## config.mk

```make
export PLATFORM = sky130hd
export DESIGN_NAME = icache_fill_controller
export DESIGN_NICKNAME = d
export VERILOG_FILES = /design/src/rtl/icache_fill_controller.sv
export SDC_FILE = /design/constraint.sdc
export NUM_CORES = 1
export LEC_CHECK = 0
export CAP_MARGIN = 30
export CORE_UTILIZATION = 38
export DETAILED_ROUTE_END_ITERATION = 8
export PLACE_DENSITY = 0.7
export RECOVER_POWER = 25
export SLEW_MARGIN = 0
export SYNTH_ARGS = -nofsm -noshare
export SYNTH_HDL_FRONTEND = slang
export SYNTH_SLANG_ARGS = --single-unit
```

## constraint.sdc

```tcl
create_clock -name clock -period 6.4 [get_ports clock]
set_clock_uncertainty 0.2 [all_clocks]
set_input_delay 1.28 -clock clock [delete_from_list [all_inputs] [get_ports clock]]
set_output_delay 1.28 -clock clock [all_outputs]
set_load 0.01 [all_outputs]
```

## src/rtl/icache_fill_controller.sv

```systemverilog
// Instruction-cache page refill engine: reads 64 words, one outstanding read at a time,
// and writes each word into the cache; aborts the fill if a read exceeds TIMEOUT cycles.
module icache_fill_controller #(
  parameter int TIMEOUT = 255,
  parameter int TO_W    = 8
) (
  input  logic        clock,
  input  logic        reset,
  input  logic        fill_req,
  input  logic [15:0] fill_base,
  output logic        fill_busy,
  output logic        fill_done,
  output logic        fill_err,
  output logic [15:0] ext_addr,
  output logic        ext_rd,
  input  logic [15:0] ext_data,
  input  logic        ext_valid,
  output logic [15:0] mem_offset,
  output logic [5:0]  mem_inst_addr,
  output logic [15:0] mem_inst_bus,
  output logic        mem_we
);

  // state   | meaning
  // S_IDLE  | waiting for fill_req; done/err pulse shows here after a fill ends
  // S_REQ   | ext_rd strobe for word count
  // S_WAIT  | waiting for ext_valid, timeout counter running
  // S_WRITE | mem_we strobe for word count
  // S_DONE  | last word written; fill_done follows in IDLE
  typedef enum logic [2:0] {
    S_IDLE  = 3'd0,
    S_REQ   = 3'd1,
    S_WAIT  = 3'd2,
    S_WRITE = 3'd3,
    S_DONE  = 3'd4
  } state_t;

  state_t          state_q, state_d;
  logic [9:0]      base_q, base_d;
  logic [5:0]      count_q, count_d;
  logic [TO_W-1:0] tmr_q, tmr_d, tmr_inc;
  logic [15:0]     data_q, data_d;
  logic            ext_rd_q, ext_rd_d;
  logic            mem_we_q, mem_we_d;
  logic            done_q, done_d;
  logic            err_q, err_d;

  assign tmr_inc = tmr_q + TO_W'(1);

  always_comb begin
    state_d  = state_q;
    base_d   = base_q;
    count_d  = count_q;
    tmr_d    = tmr_q;
    data_d   = data_q;
    ext_rd_d = 1'b0;
    mem_we_d = 1'b0;
    done_d   = 1'b0;
    err_d    = 1'b0;
    unique case (state_q)
      S_IDLE: begin
        if (fill_req) begin
          base_d   = fill_base[15:6];
          count_d  = 6'd0;
          tmr_d    = '0;
          ext_rd_d = 1'b1;
          state_d  = S_REQ;
        end
      end
      S_REQ: state_d = S_WAIT;
      S_WAIT: begin
        if (ext_valid) begin
          data_d   = ext_data;
          mem_we_d = 1'b1;
          state_d  = S_WRITE;
        end else begin
          tmr_d = tmr_inc;
          if (tmr_inc == TO_W'(TIMEOUT)) begin
            err_d   = 1'b1;
            state_d = S_IDLE;
          end
        end
      end
      S_WRITE: begin
        if (count_q == 6'd63) begin
          state_d = S_DONE;
        end else begin
          count_d  = count_q + 6'd1;
          tmr_d    = '0;
          ext_rd_d = 1'b1;
          state_d  = S_REQ;
        end
      end
      S_DONE: begin
        done_d  = 1'b1;
        state_d = S_IDLE;
      end
      default: state_d = S_IDLE;
    endcase
  end

  always_ff @(posedge clock) begin
    if (reset) begin
      state_q  <= S_IDLE;
      base_q   <= '0;
      count_q  <= '0;
      tmr_q    <= '0;
      data_q   <= '0;
      ext_rd_q <= 1'b0;
      mem_we_q <= 1'b0;
      done_q   <= 1'b0;
      err_q    <= 1'b0;
    end else begin
      state_q  <= state_d;
      base_q   <= base_d;
      count_q  <= count_d;
      tmr_q    <= tmr_d;
      data_q   <= data_d;
      ext_rd_q <= ext_rd_d;
      mem_we_q <= mem_we_d;
      done_q   <= done_d;
      err_q    <= err_d;
    end
  end

  // base occupies [15:6] and count [5:0], so the read address can never carry into the page
  assign ext_addr      = {base_q, count_q};
  assign mem_offset    = {base_q, 6'd0};
  assign mem_inst_addr = count_q;
  assign mem_inst_bus  = data_q;
  assign ext_rd        = ext_rd_q;
  assign mem_we        = mem_we_q;
  assign fill_done     = done_q;
  assign fill_err      = err_q;
  assign fill_busy     = (state_q != S_IDLE);

endmodule

```

==> run summary <==
largest net degree at the start of global routing - 53
critical path, cell by cell - clkbuf_1 > nor2_1 > nand4_1 > o32ai_1
TritonCTS clock tree - built
Seq cells post-synth - 47
Mapped Avg Cell Area - 8.03 um2
Final Hold Vio Count - 0
Detail Placement HPWL - 3.40 mm
Avg WL per Cell - 12.3 um
H-tree Lvls - 2
fmax - 295 MHz
Synth area leaders - dfxtp_1 43%, nand2_1 11%, a21oi_1 7.8%, buf_4 7.5%, clkbuf_1 2.2%
delay-heaviest family, CP - buffers and inverters
clk slew on worst S/H paths - 90 ps
commonest non-fill, non-tap cell in the layout - clkdlybuf4s50_1
Util after Layout - 0.545
starting density of the core - 0.396
Max Cap Viol - 1
layout cells sized above 1 - 0.0392
Top-Level Pins - 95
final setup violating endpoints - 0
slowest stage cell, crit path - clkbuf_1
element type at the critical path start - input port
sw frac - 0.251
routed wire length - 4.95 mm
Area Overhead vs Synth - 37.8%
Remaining DRCs - 0
Initial DRC Count - 95
Root Buffer - clkbuf_8
Seq pwr share - 0.480
peak supply drop - 0.131 mV
Horiz. Die Dim - 78.0 um
net load switching power - 0.164 mW
Cell Count Post-Placement - 396
ANT cells - 0
main flop type after synthesis - dfxtp_1
critical path arrival - 3290 ps
DR vias - 1,983
DIE HEIGHT - 78.0 um
Routed Antenna Nets - 0
Yosys top cell by area - dfxtp_1
Cell Area, Synth - 2190 um2
failing checks - max-capacitance violations, max-slew violations
Syn Inst Count - 273
first-pass GRT wire length - 8.25 mm
post-synth top area share - 0.429
RSZ-0062 raised after global routing - no
Max-slew headroom - -0.458
clk sinks - 47
number of flops mapped to enable cells by yosys - 0
Slew @ Worst Pin - 2190 ps
Final Wtd Congestion - 0.789
Seq/Total Area, Yosys - 0.429
Logic pwr share - 0.167
post-CTS setup repair buffer count - 0
Skew-Pair Late Insertion Delay - 300 ps
gr ovfl total - 0
Setup CP Type - in -> reg
CTS max path bufs - 2
# hold bufs at CTS - 0
most frequent cells in the layout - 66 x clkdlybuf4s50_1, 63 x nand2_1, 47 x dfxtp_1
vias in the first global route - 1,763
full die area - 6080 um2
Buffers on Ports - 82
LEAKAGE - 1.11 nW
NumNets Final - 370
Num CTS Buffers - 5
Rows - 27
global-route total usage across every layer - 0.168
CP Capture Type - flop
Core Region - 5540 um2
Fin Setup TNS - 0 ps
yosys warns - 0
vias per cell - 4.91
fin cells - 404
worst stage delay on the critical path - 1520 ps
power share of the clock group - 0.353
Final min period - 3390 ps
CP max FO - 52
final cycle utilization of the critical path - 0.529
CTS resizes - 0
distinct cell type count after synthesis - 43
Async SR Flop Fraction - 0
status - finished with violations
Buf+Inv Stages, Crit Path - 1
Data required, critical path - 6300 ps
PD cells - 217 nW/um2
fin. max-slew vios - 53
Min-Delay Path Class - reg -> reg
initial antenna violation count - 0
Int Pwr - 0.490 mW
drt first pass iters - 4
-- area by class of cell --
class / count / area, um2
Clock inverter: 2 / 38.8
Fill cell: 516 / 2520
Clock buffer: 6 / 82.6
Timing Repair Buffer: 83 / 822
Tap cell: 72 / 90.1
Multi-Input combinational cell: 187 / 1020
Inverter: 7 / 26.3
Sequential cell: 47 / 941
-- cell usage after synthesis, types with 2 or more instances --
cell / number
inv_1: 7
clkbuf_1: 13
or3_1: 6
nor4_1: 2
nor4b_1: 2
nand2_1: 63
o31ai_1: 2
a21o_1: 2
nor3_1: 4
a211oi_1: 3
ha_1: 3
o32ai_1: 4
dfxtp_1: 47
a21oi_1: 34
nand2b_1: 5
xor2_1: 2
and3_1: 3
nor2_1: 10
or4_1: 3
buf_4: 22
mux2i_1: 4
a31oi_1: 4
nand3_1: 7
nor2b_1: 2
-- final timing paths --
check / from / endpoint / slack (ps) / cells past startpoint
worst max-delay path: reset / mem_inst_addr[1]$_SDFFE_PP0P_ / 3010 / 4
worst max register to register: state_q[1]$_SDFFE_PP0P_ / tmr_q[6]$_SDFFE_PP0P_ / 4090 / 4
worst min-delay path: mem_inst_bus[8]$_SDFFE_PP0P_ / mem_inst_bus[8]$_SDFFE_PP0P_ / 250 / 2
worst min register to register: mem_inst_bus[8]$_SDFFE_PP0P_ / mem_inst_bus[8]$_SDFFE_PP0P_ / 250 / 2
-- logic make-up after synthesis --
kind of cell / count (synthesis) / synth area share
other cells: 1 / 0.00171
xor+xnor: 2 / 0.00799
fa+ha+maj: 3 / 0.0171
compound gates: 55 / 0.151
buf+inv: 44 / 0.117
mux: 5 / 0.0234
simple gates: 116 / 0.253
flops: 47 / 0.429
-- per-stage QoR --
stage | power (mW) | worst slack, ps | cell area, um2 | hold slack, ps
finish | 0.655 | 3010 | 3020 | 252
global placement | 0.431 | 2890 | 2900 | 242
CTS | 0.663 | 3110 | 3020 | 261
detailed placement | 0.432 | 2820 | 2900 | 248
floorplan | 0.382 | 3690 | 2210 | 242
global route | 0.687 | 2760 | 3020 | 282
-- routing by layer --
layer  vias to the layer above  global-route usage  routed length [um]
met2                        55               0.286                2380
met5                         -                   0                   0
li1                       1025                   -                   -
met4                         0              0.0556                  72
met1                       896               0.209                2280
met3                         7              0.0365                 213
-- power groups by stage --
stage          clock (mW)  sequential (mW)  combinational (mW)
5_1_grt             0.251            0.317               0.119
4_1_cts             0.237            0.315               0.111
3_5_place_dp            0            0.321               0.111
6_report            0.231            0.314               0.109
3_3_place_gp            0            0.321               0.110
2_1_floorplan           0            0.322              0.0598
-- tightest hold or removal path: stages (launching register included) --
cell and delay, ps:
dfxtp_1 310, nand2_1 50, a21oi_1 50
-- state kept, by name (all words and copies together), names as in the netlist --
register / flops
state_q: 3
tmr_q: 8
ext_rd: 1
mem_inst_addr: 6
mem_inst_bus: 16
fill_err: 1
fill_done: 1
base_q: 10
mem_we: 1
No activity file was read; power rests on OpenSTA's default activity.
